==> src/rtl/mem_arb_seq.sv <==
// mem_arb_seq: fixed-priority arbiter plus serial byte-wide memory sequencer.
// Grants the lowest-indexed requesting channel, then moves 1, 2 or 4 bytes
// little-endian over the RAM bus and pulses done_o for the granted channel.
// The RAM is expected to return read data combinationally for the address
// currently presented on mem_a, so a byte is captured one edge after issue.
module mem_arb_seq #(
    parameter int ADDR_W = 32,
    parameter int NCH    = 2
) (
    input  logic                  clk,
    input  logic                  rst,
    input  logic                  rdy,
    input  logic [NCH-1:0]        req_i,
    input  logic [NCH-1:0]        we_i,
    input  logic [NCH*ADDR_W-1:0] addr_i,
    input  logic [NCH*2-1:0]      len_i,
    input  logic [NCH*32-1:0]     wdata_i,
    output logic [31:0]           rdata_o,
    output logic [NCH-1:0]        done_o,
    output logic [NCH-1:0]        stall_o,
    output logic [ADDR_W-1:0]     mem_a,
    output logic [7:0]            mem_dout,
    output logic                  mem_wr,
    input  logic [7:0]            mem_din
);

    localparam int CW = (NCH > 1) ? $clog2(NCH) : 1;

    localparam logic [1:0] S_IDLE = 2'd0;
    localparam logic [1:0] S_XFER = 2'd1;
    localparam logic [1:0] S_DONE = 2'd2;

    logic [1:0]        state;
    logic [CW-1:0]     ch;
    logic              we_r;
    logic [ADDR_W-1:0] addr_r;
    logic [2:0]        n_r;
    logic [31:0]       wdata_r;
    logic [2:0]        ic;
    logic [2:0]        rc;
    logic              pend;
    logic [31:0]       rd_buf;
    logic              wr_r;

    logic              gnt_any;
    logic [CW-1:0]     gnt_ch;
    logic [NCH-1:0]    ch_mask;

    // Byte count for a size code; code 3 is treated as a full word.
    function automatic logic [2:0] len_to_n(input logic [1:0] l);
        case (l)
            2'd0:    len_to_n = 3'd1;
            2'd1:    len_to_n = 3'd2;
            default: len_to_n = 3'd4;
        endcase
    endfunction

    // Fixed priority: scanning downwards leaves the lowest requesting index.
    always_comb begin
        gnt_any = 1'b0;
        gnt_ch  = '0;
        for (int i = NCH - 1; i >= 0; i--) begin
            if (req_i[i]) begin
                gnt_any = 1'b1;
                gnt_ch  = CW'(i);
            end
        end
    end

    // One-hot view of the latched channel, used for the done pulse.
    always_comb begin
        ch_mask = '0;
        for (int i = 0; i < NCH; i++) begin
            ch_mask[i] = (ch == CW'(i));
        end
    end

    // Main sequencer: grant, serial byte transfer, completion pulse.
    // With rdy low everything freezes, except that an in-flight read byte is
    // forgotten (pend cleared, ic rewound) so it gets reissued afterwards.
    // Writes need no rewind: the held byte is committed once rdy returns.
    always_ff @(posedge clk) begin
        if (rst) begin
            state    <= S_IDLE;
            ch       <= '0;
            we_r     <= 1'b0;
            addr_r   <= '0;
            n_r      <= 3'd0;
            wdata_r  <= '0;
            ic       <= 3'd0;
            rc       <= 3'd0;
            pend     <= 1'b0;
            rd_buf   <= '0;
            wr_r     <= 1'b0;
            mem_a    <= '0;
            mem_dout <= '0;
            rdata_o  <= '0;
            done_o   <= '0;
        end else if (!rdy) begin
            pend <= 1'b0;
            if (state == S_XFER && !we_r) begin
                ic <= rc;
            end
        end else begin
            done_o <= '0;
            case (state)
                S_IDLE: begin
                    wr_r <= 1'b0;
                    if (gnt_any) begin
                        ch      <= gnt_ch;
                        we_r    <= we_i[gnt_ch];
                        addr_r  <= addr_i[gnt_ch*ADDR_W +: ADDR_W];
                        n_r     <= len_to_n(len_i[gnt_ch*2 +: 2]);
                        wdata_r <= wdata_i[gnt_ch*32 +: 32];
                        ic      <= 3'd0;
                        rc      <= 3'd0;
                        pend    <= 1'b0;
                        rd_buf  <= '0;
                        state   <= S_XFER;
                    end
                end
                S_XFER: begin
                    if (we_r) begin
                        mem_a    <= addr_r + ADDR_W'(ic);
                        mem_dout <= wdata_r[ic[1:0]*8 +: 8];
                        wr_r     <= 1'b1;
                        ic       <= ic + 3'd1;
                        if (ic == n_r - 3'd1) begin
                            state <= S_DONE;
                        end
                    end else begin
                        wr_r <= 1'b0;
                        if (ic < n_r) begin
                            mem_a <= addr_r + ADDR_W'(ic);
                            ic    <= ic + 3'd1;
                            pend  <= 1'b1;
                        end else begin
                            pend  <= 1'b0;
                        end
                        if (pend) begin
                            rd_buf[rc[1:0]*8 +: 8] <= mem_din;
                            rc <= rc + 3'd1;
                            if (rc + 3'd1 == n_r) begin
                                state <= S_DONE;
                            end
                        end
                    end
                end
                S_DONE: begin
                    wr_r    <= 1'b0;
                    pend    <= 1'b0;
                    done_o  <= ch_mask;
                    rdata_o <= we_r ? 32'd0 : rd_buf;
                    state   <= S_IDLE;
                end
                default: begin
                    state <= S_IDLE;
                end
            endcase
        end
    end

    // Strobe is gated by rdy so the RAM never commits while the block is frozen.
    assign mem_wr = wr_r & rdy;

    // A requester stays stalled until its own done pulse releases it.
    assign stall_o = rst ? '0 : (req_i & ~done_o);

endmodule

==> config.mk <==
export PLATFORM = sky130hd
export DESIGN_NAME = mem_arb_seq
export DESIGN_NICKNAME = d
export VERILOG_FILES = /design/src/rtl/mem_arb_seq.sv
export SDC_FILE = /design/constraint.sdc
export NUM_CORES = 1
export LEC_CHECK = 0
export CAP_MARGIN = 20
export CELL_PAD_IN_SITES_DETAIL_PLACEMENT = 1
export CELL_PAD_IN_SITES_GLOBAL_PLACEMENT = 2
export CORE_AREA = 2 2 185 187
export CTS_CLUSTER_SIZE = 25
export DETAILED_ROUTE_END_ITERATION = 8
export DIE_AREA = 0 0 187 189
export HOLD_SLACK_MARGIN = 0.02
export PLACE_DENSITY = 0.8
export RECOVER_POWER = 50
export SLEW_MARGIN = 25
export SYNTH_ARGS = -nofsm -noshare
export SYNTH_HDL_FRONTEND = slang
export SYNTH_SLANG_ARGS = --single-unit
==> constraint.sdc <==
create_clock -name clk -period 2.2 [get_ports clk]
set_input_delay 0.22 -clock clk [delete_from_list [all_inputs] [get_ports clk]]
set_output_delay 0.22 -clock clk [all_outputs]
set_load 0.05 [all_outputs]
## After elaboration in Yosys (flattened, before gate mapping)

Index checks and enable logic that the tools add are counted.
Widths: inputs -> output; s select.

- Register bits after elaboration: 185
- Input port bits: 147
- Logic and storage cells: 104

- $add $sub $neg: 5
- Magnitude comparators: 2
- Equal/unequal tests: 14
- Shift operators: 6
- Multiplexer cells: 37
- Bitwise gates (word level): 5
- Reduce and logical (&&, ||, !) cells: 20

Operators with widths:

| kind | count |
|---|---|
| $mux 32 | 6 |
| $shiftx 64x7->32 | 2 |
| $pmux 32 s2 | 1 |
| $neg 5->34 | 1 |
| $shift 8x34->32 const A | 1 |
| $shiftx 8x34->32 | 1 |
| $add 32x3->32 | 1 |
| $bwmux 32 | 1 |
| $shiftx 32x6->8 | 1 |
| $mux 3 | 7 |
| $pmux 3 s2 | 3 |
| $mux 2 | 7 |
| $reduce_and 3->1 | 4 |
| $reduce_and 5->1 | 2 |
| $mux 1 | 9 |
| $reduce_bool 2->1 | 4 |
| $add 3x1->3 const B | 2 |
| $eq 3x3->1 | 2 |
| $ne 2x2->1 const B | 3 |
| $ne 3x2->1 const B | 2 |
| $ne 3x3->1 const B | 2 |
| $eq 2x1->1 const B | 2 |
| $logic_not 2->1 | 2 |
| $ne 4x3->1 const B | 1 |
| other kinds (19) | 22 |

## Depth between registers and ports, before layout

Gate-level depths: netlist of the first run.

- Word-level depth: 6
- Mapped depth: 10
- Depth with buffers taken out: 8

## Worst setup path before layout of the first run

Ideal clock, no wire load.

- Path kind: reg2reg
- Start point: reg ic[1]
- End point: reg mem_a[14]
- Library setup time: 0.086 ns
- Arrival time: 2.059 ns
- Required time: 2.114 ns
- Setup slack: 0.055 ns
- Cell stages (with the launch flop): 10
- Path buffers: 2
- Period minus slack after synthesis: 2.145 ns
- Cell sequence: dfxtp_1 > buf_2 > inv_1 > fa_1 > nor2b_1 > o211a_1 > buf_6 > nand4_1 > xor2_1 > a211oi_1

- Word-level cells in the longest chain between the ends: 3
- Elaborated cells on any way between the ends: 6
- Those cells by class: add/sub (1); order compare (1); mux (2); reduce/logical (2)

Ends and longest elaborated chain:

| item | line | text |
|---|---|---|
| start: declaration | 39 | `logic [2:0] ic;` |
| start signal: assignment | 102 | `ic <= rc;` |
| start signal: assignment | 127 | `ic <= ic + 3'd1;` |
| start signal: assignment | 135 | `ic <= ic + 3'd1;` |
| $add 32x3->32 or $lt 3x3->1 (tied branches) | 124, 134, 133 |  |
| $mux 32 or $reduce_bool 2->1 (tied branches) | - |  |
| $mux 32 or $reduce_and 3->1 (tied branches) | - |  |
| end signal: assignment | 124 | `mem_a <= addr_r + ADDR_W'(ic);` |
| end signal: assignment | 134 | `mem_a <= addr_r + ADDR_W'(ic);` |
| end: declaration | 21 | `output logic [ADDR_W-1:0] mem_a,` |

Parallel ways exist; a longest one is shown, timed or not. The select of a mux whose other input is x is not followed.
A chain may end at the register's enable or synchronous reset.

## Worst setup path after layout of the first run

- Start point: reg addr_r[0]
- End point: reg mem_a[24]

- Word-level cells in the longest chain between the ends: 3

Ends and longest elaborated chain:

| item | line | text |
|---|---|---|
| start: declaration | 36 | `logic [ADDR_W-1:0] addr_r;` |
| start signal: assignment | 112 | `addr_r <= addr_i[gnt_ch*ADDR_W +: ADDR_W];` |
| $add 32x3->32 (*) | 124, 134 |  |
| $mux 32 | 133 | `if (ic < n_r) begin` |
| $mux 32 (*) | 123 | `if (we_r) begin` |

Every way passes the cells marked *; elsewhere a longest branch is shown, timed or not. The select of a mux whose other input is x is not followed.

==> run metrics, run 1 <==
period utilisation layout=94.5%; Peak supply drop=0.484 mV; commonest non-fill, non-tap cells in the layout=dfxtp_1, clkdlybuf4s50_1, nor2_1; critical path's slowest cell=fa_2; worst slew pin tran=between 0.7 and 0.8 ns; Die X=~190 um; Mapped Nets=about 1100; synthesized instance count=940; Routability Congestion=between 0.7 and 0.8; Clk pwr share=between 30% and 40%; post-layout util=36.0%; ANT nets after route=0; CP peak stage delay=0.35 ns; sw frac=between 30% and 40%; Congestion Overflow GR=0; Post-Route WL=around 26 mm; final hold viol count=0; ys flop type=dfxtp_1; IO buf count=223; post-synth cell types=54; Via-to-Cell Ratio=~4.7; Worst Path Arrival=approximately 2.4 ns; Clk Tree Root Cell=clkbuf_16; Sink Count=between 150 and 200; Post-synth EDFFs=0; CP delay by family, top=adder cells; Synth top area share=between 40% and 50%; initial core utilization=between 20% and 30%; top cells by area, synth=dfxtp_1, a211oi_1, mux2i_1; first-pass GRT wire length=around 41 mm; P_int=approximately 0.0059 W; largest net degree at the start of global routing=roughly 120; cells along the critical path=ha_2 -> inv_1 -> fa_2 -> nor2b_2 -> o211a_1 -> buf_6 -> nand4_1 -> xor2_1 -> a211oi_2; ys async rst share=0%; sequential area share after synthesis=between 40% and 50%; CTS max path bufs=2; Die Ht=189 um; drt first pass iters=4; drt drc=0; Crit Path Category=reg -> reg; die area=0.0353 mm2; total power=0.00852 W; Worst Path Max Fanout=7; PD cells=slightly above 700 mW/mm2; GRT Util Overall=roughly 14%; Max-cap violations=0; clock skew=about 0.022 ns; Comb pwr share=a little over a fifth; Seq cells post-synth=around 190; TritonCTS clock tree=done; vias in the first global route=approximately 7700; area grow syn2layout=40.2%; WL/cell=between 15 and 20 um; DP Area=approximately 0.011 mm2; vias=~7600; core area=0.0333 mm2; FMAX=approximately 480 MHz; Reg clk slew, reported paths=roughly 0.08 ns; synthesized area=between 0.008 and 0.009 mm2; crit end category=flip-flop; final setup vio count=0; part of the power in registers=between 40% and 50%; Clock H-tree levels=4; Detail Placement HPWL=~19 mm; Pins Over Slew Limit=0; initial antenna violation count=0; Nets=between 1000 and 1500; layout cells sized above 1=a little under a tenth; initial DRC count=273; Final Cell Area=between 0.01 and 0.015 mm2; Yosys top cell by area=dfxtp_1; status=completed; data required time of the critical path=~2.6 ns; Clk Latency, worst-skew pair=0.44 ns; Critical Path Source Type=flip-flop; row count=67; Slew HR=53.0%; yosys synthesis warning count=0; Avg Cell Area, Syn=around 9.1 um2; ANT cells=0; Net Switching=0.00265 W; CTS buffer count=17; commonest non-fill, non-tap cell in the layout=dfxtp_1; sum of buffers and inverters on the critical path=2; I/O pins=224; Worst Hold Class=in -> reg; crit path time final=about 2.1 ns; leak pwr=4.27 nW
-- cell usage after synthesis (2+ instances only) --
cell	n
a221oi_1	2
buf_1	5
xor2_1	23
dfxtp_1	185
ha_1	14
o22ai_1	2
and3_1	6
inv_1	13
buf_2	16
a31oi_1	2
mux2i_1	69
buf_6	5
nor2_2	2
nor3b_1	34
nand4b_1	2
and4_1	10
a22oi_1	3
a211oi_2	5
nor2b_1	8
clkbuf_8	3
nor2_1	138
nand2b_1	6
o211ai_1	2
a211oi_1	93
a21oi_1	76
and2_1	2
nor3_1	4
o21bai_1	2
clkbuf_1	39
buf_4	5
o21a_1	2
o2111ai_1	2
nand2_1	57
xnor2_1	13
nand3_1	36
a22o_1	8
o211a_1	2
o21ai_0	6
nand4_1	10
mux4_2	8
nand3b_1	5
o21ai_1	3
-- path summary, 6_finish.rpt --
path,cells past startpoint,endpoint,slack [ns],from
max,9,mem_a[24],0.12,addr_r[0]
min,2,rdata_o[0],0.14,rst
max reg2reg,9,mem_a[24],0.12,addr_r[0]
min reg2reg,2,rd_buf[1],0.45,rd_buf[1]
-- area by class of cell --
cell class | count | area [um2]
inverters | 14 | 52.6
multi-input cells | 667 | 4440
clock buffers | 17 | 425
repair buffers | 271 | 2670
flip-flops and latches | 185 | 3700
well taps | 448 | 561
fillers | 3829 | 21300
clock inverters | 14 | 136
-- cells by family after synthesis --
group / synth area share, %
simple gates: 18.6
compound gates: 16.7
flops: 43.3
buf+inv: 5.12
mux: 10.3
xor+xnor: 3.69
fa+ha+maj: 2.28
-- timing repair --
action                                  in CTS  in global routing
cloned                                       1                  0
endpoints found under the setup margin       4                 33
hold endpoints to repair                     0                  0
hold buffers                                 0                  0
resized for setup                            1                 10
buffers inserted                             0                  1
pin swaps                                    0                  3
-- power groups by stage --
stage                     Combinational (W)  Clock, W  Sequential, W
after floorplan                    0.000892         0        0.00397
after CTS                           0.00182   0.00311        0.00376
final                               0.00177   0.00300        0.00375
after global routing                0.00195   0.00327        0.00379
after detailed placement            0.00179         0        0.00383
after global placement              0.00176         0        0.00383
-- per-layer routing --
metal	wire length [um]	global-route usage, %	vias up	part of all wire, %
met5	0	0	-	0
met4	257	3.60	0	1.0
met3	939	2.93	12	3.7
met2	12600	25.2	142	49
met1	11800	18.2	3606	46
li1	-	-	3791	-
-- flip-flops by register name, summed over array words and instances (netlist names), 2 cells and up --
signal / cells
rdata_o: 32
done_o: 2
mem_dout: 8
rc: 3
mem_a: 32
state: 2
addr_r: 32
ic: 3
rd_buf: 32
wdata_r: 32
n_r: 3
-- per-stage QoR --
stage / hold WS [ns] / cells / setup WS, ns / setup TNS, ns
4_1_cts: 0.122 / 1615 / 0.0169 / 0
3_3_place_gp: 0.437 / 1583 / 0.0770 / 0
6_report: 0.142 / 1616 / 0.121 / 0
3_5_place_dp: 0.443 / 1583 / 0.0165 / 0
5_1_grt: 0.140 / 1616 / -0.00966 / -0.0131
2_1_floorplan: 0.346 / 940 / 0.0551 / 0
(Power assumes the default switching activity.)
==> run 2: changes to the inputs <==
==> constraint.sdc (replaced) <==
create_clock -name clk -period 2.2 [get_ports clk]
set_input_delay 0.44 -clock clk [delete_from_list [all_inputs] [get_ports clk]]
set_output_delay 0.44 -clock clk [all_outputs]
set_load 0.05 [all_outputs]
==> run 2 against run 1 <==
Against the previous run:
- fmax is 0.41% lower
- global-route usage up 0.23 points
- count of clock-buffer cells in the layout unchanged
- critical path depth down 8
- routed wire length increased by 0.52%
- sequential cell count unchanged
- sequential share of layout area is 0.62 points lower
- first-iteration DRC count shrank 9.9%
- cell count increased by 0.74%
- non-clock buffer count rose by 11
- clock skew decreased by 0.0063 ns
- via count about the same
==> run metrics, run 2 (synthesis results as in run 1) <==
data required time of the critical path=~1.8 ns; drt first pass iters=5; Congestion Overflow GR=0; Die Ht=about 190 um; cells along the critical path=clkdlybuf4s50_1; status=completed; Reg clk slew, reported paths=about 0.080 ns; crit end category=output port; layout cells sized above 1=about 10%; CTS buffer count=17; Routability Congestion=approximately 0.77; commonest non-fill, non-tap cell in the layout=clkdlybuf4s50_1; RSZ-0062 raised after global routing=false; clock skew=0.0152 ns; worst slew pin tran=about 0.63 ns; CP delay by family, top=buffers and inverters; PD cells=between 700 and 800 mW/mm2; IO buf count=between 200 and 250; final hold slack=about 0.32 ns; Net Switching=0.00269 W; period utilisation layout=94.9%; final hold viol count=0; critical path's slowest cell=clkdlybuf4s50_1; initial core utilization=25.7%; area grow syn2layout=43.2%; Nets=approximately 1300; Peak supply drop=slightly below 0.5 mV; Clock H-tree levels=4; Pins Over Slew Limit=0; Clk Tree Root Cell=clkbuf_16; ANT nets after route=0; crit path time final=~2.1 ns; P_int=about 0.0062 W; WL/cell=15.8 um; sw frac=between 30% and 40%; Max-cap violations=0; vias in the first global route=between 7000 and 8000; vias=7549; Via-to-Cell Ratio=approximately 4.6; final setup vio count=0; Crit Path Category=reg -> out; Critical Path Source Type=flip-flop; Worst Hold Class=in -> reg; CTS max path bufs=2; Detail Placement HPWL=approximately 19 mm; hold-fix buffers at CTS=0; ANT cells=0; initial antenna violation count=0; largest net degree at the start of global routing=slightly below 90; post-layout util=36.8%; Sink Count=around 190; leak pwr=4.23 nW; Slew HR=roughly 58%; Clk pwr share=a little under two fifths; Clk Latency, worst-skew pair=around 0.44 ns; part of the power in registers=approximately 42%; Comb pwr share=about a fifth; first-pass GRT wire length=41.9 mm; drt drc=0; Layout Cells excl Fill=roughly 1600; initial DRC count=246; sum of buffers and inverters on the critical path=1; TritonCTS clock tree=done; Die X=~190 um; CP peak stage delay=slightly above 0.8 ns; total power=0.00888 W; commonest non-fill, non-tap cells in the layout=clkdlybuf4s50_1, dfxtp_1, nor2_1; GRT Util Overall=14.7%; FMAX=479 MHz; Worst Path Max Fanout=2; core area=about 0.033 mm2; Inst Count DP=1595; row count=67; Worst Path Arrival=1.65 ns; Post-Route WL=roughly 26 mm; I/O pins=224; layout filler cell count=3837; die area=0.0353 mm2
## run 2: final cells by class
class	instances	area, um2	area share [%]
Multi-Input combinational cell	667	4430	36.2
Sequential cell	185	3710	30.3
Inverter	14	52.6	0.429
Timing Repair Buffer	282	2860	23.4
Tap cell	448	561	4.58
Clock inverter	15	208	1.70
Clock buffer	17	425	3.47
## run 2: final timing paths
check / startpoint / to / slack [ns] / depth (start not counted)
min reg2reg: rd_buf[25] / rd_buf[25] / 0.45 / 2
max reg2reg: ic[0] / mem_a[24] / 0.14 / 9
min: rst / rd_buf[1] / 0.32 / 2
max: rdata_o[0] / rdata_o[0] / 0.11 / 1
## run 2: routing by layer
metal / global-route usage, % / wire (um) / vias up
li1: - / - / 3820
met1: 18.4 / 11900 / 3574
met2: 26.0 / 12600 / 141
met3: 2.89 / 942 / 14
met4: 3.05 / 212 / 0
met5: 0 / 0 / -
## run 2: timing repair
item                                    CTS  global route
hold endpoints to repair                  0             0
pin swaps                                 0             3
resized for setup                         3             8
setup buffers                             0             1
endpoints found under the setup margin   17            23
## run 2: power by group through the flow
stage	Sequential, W	Combinational, W	Clock (W)
global placement	0.00382	0.00184	0
global route	0.00379	0.00203	0.00353
CTS	0.00376	0.00188	0.00339
detailed placement	0.00383	0.00187	0
floorplan	0.00397	0.000892	0
finish	0.00376	0.00184	0.00328
## run 2: metrics by stage
stage          setup slack (ns)  area (um2)  TNS [ns]
6_report                  0.113       12200         0
3_5_place_dp            -0.0827       11600     -2.75
2_1_floorplan            -0.215        8550    -0.431
3_3_place_gp            -0.0489       11600    -0.487
4_1_cts                  0.0331       12200         0
5_1_grt                 0.00773       12200         0
==> run 3: changes to the inputs <==
- CORE_AREA: 2 2 185 187 -> 2 2 162 164
- DIE_AREA: 0 0 187 189 -> 0 0 164 166
- DONT_BUFFER_PORTS: not set -> 1
- SLEW_MARGIN: 25 -> not set
==> run 3 against run 2 <==
Against the previous run:
- die area down 23%
- fmax fell by 1.7%
- cell count fell by 23%
- routed wire length decreased by 12%
- clock power decreased by 7.0%
- combinational power fell by 43%
- count of clock-buffer cells in the layout did not move
- sequential share of layout area grew 9.0 points
- critical endpoint is now mem_a[18]
- critical path depth rose by 8
- sequential power grew 5.6%
==> run metrics, run 3 (synthesis results as in run 1) <==
status=completed; drt drc=0; CTS max path bufs=2; ANT cells=0; Critical Path Source Type=flip-flop; Worst Path Max Fanout=4; I/O pins=roughly 220; Peak supply drop=approximately 0.34 mV; Congestion Overflow GR=0; initial core utilization=33.4%; initial DRC count=237; TritonCTS clock tree=done; Net Switching=around 0.0025 W; crit end category=flip-flop; drt first pass iters=4; Via-to-Cell Ratio=around 5.3; Post-Route Setup TNS=0 ns; Worst Path Arrival=between 2 and 2.5 ns; Crit Path Category=reg -> reg; Nets=around 1100; hold-fix buffers at CTS=0; period utilisation layout=96.5%; data required time of the critical path=roughly 2.5 ns; Clk pwr share=between 30 and 40%; FMAX=roughly 470 MHz; die area=0.0272 mm2; Slew HR=around half; sw frac=between 30% and 40%; vias=about 6600; Routability Congestion=0.758; Clock H-tree levels=4; row count=a little under 60; Post-CTS Setup Inserts=0; clock skew=0.0152 ns; WL/cell=between 15 and 20 um; Worst Hold Class=in -> reg; initial antenna violation count=0; part of the power in registers=49.2%; Clk Tree Root Cell=clkbuf_16; CTS buffer count=17; layout filler cell count=2952; IO buf count=0; total power=roughly 0.008 W; leak pwr=approximately 3.2 nW; first-pass GRT wire length=about 36 mm; GRT Util Overall=between 10% and 20%; largest net degree at the start of global routing=180; layout cells sized above 1=8.77%; Die X=between 150 and 200 um; vias in the first global route=around 6500; commonest non-fill, non-tap cells in the layout=dfxtp_1, nor2_1, a211oi_1; ANT nets after route=0; Post-Route WL=between 20 and 25 mm; core area=approximately 0.026 mm2; area grow syn2layout=10.3%; Reg clk slew, reported paths=roughly 0.070 ns; Comb pwr share=around an eighth; Max-cap violations=0; post-cts gate resize count=0; PD cells=~860 mW/mm2; commonest non-fill, non-tap cell in the layout=dfxtp_1; final hold viol count=0; Pins Over Slew Limit=0; worst slew pin tran=~0.75 ns; P_int=around 0.0055 W; Die Ht=~170 um; Sink Count=around 190; crit path time final=between 2 and 2.5 ns; final setup vio count=0; Detail Placement HPWL=around 16 mm; Clk Latency, worst-skew pair=0.43 ns
==> run 3: changes by cell type in the layout (fill, tap and decap cells not counted), sizes merged <==
cell / previous run / this run
buf: 59 / 22
bufinv: 2 / 0
dlygate4sd3: 1 / 0
clkdlybuf4s50: 218 / 0
inv: 20 / 22
==> run 3: area by class of cell <==
class	count	area, um2	share of cell area (%)
well taps	335	419	4.44
flip-flops and latches	185	3700	39.3
repair buffers	26	229	2.43
inverters	14	52.6	0.557
clock buffers	17	425	4.51
clock inverters	15	161	1.71
multi-input cells	667	4440	47.1
==> run 3: stage by stage <==
stage	hold slack, ns	utilization (%)	setup WS [ns]	cells	area (um2)
final	0.0784	36.8	0.0765	1259	9430
after floorplan	0.427	-	-0.215	940	8550
after global routing	0.0553	36.8	-0.0421	1259	9430
after CTS	0.0643	36.9	0.0276	1259	9450
after detailed placement	0.436	34.6	0.0507	1227	8870
after global placement	0.429	34.6	0.0992	1227	8870
==> run 3: routing by layer <==
metal	vias up	wire length (um)	global-route usage [%]
met3	20	1050	3.67
met1	3146	10000	21.0
met4	0	313	4.61
li1	3316	-	-
met2	148	11200	28.0
met5	-	0	0
==> run 3: power groups by stage <==
stage                     Clock [W]  Combinational [W]  Sequential, W
after floorplan                   0           0.000892        0.00397
after global placement            0            0.00105        0.00405
after detailed placement          0            0.00107        0.00406
after CTS                   0.00318            0.00108        0.00398
after global routing        0.00330            0.00119        0.00401
final                       0.00305            0.00105        0.00397
==> run 3: critical path: stages (launching register included) <==
cell,delay (ns)
dfxtp_1,0.35
ha_1,0.17
inv_1,0.05
fa_1,0.41
nor2b_2,0.21
buf_4,0.16
o2111ai_2,0.18
nor2_1,0.18
xnor2_1,0.08
a211oi_1,0.25
==> run 3: worst paths after layout <==
check / start / endpoint / slack (ns) / cells past startpoint
hold reg to reg: rd_buf[15] / rd_buf[15] / 0.44 / 2
hold / removal: rst / rdata_o[20] / 0.08 / 1
setup reg to reg: ic[0] / mem_a[18] / 0.08 / 9
setup / recovery: ic[0] / mem_a[18] / 0.08 / 9
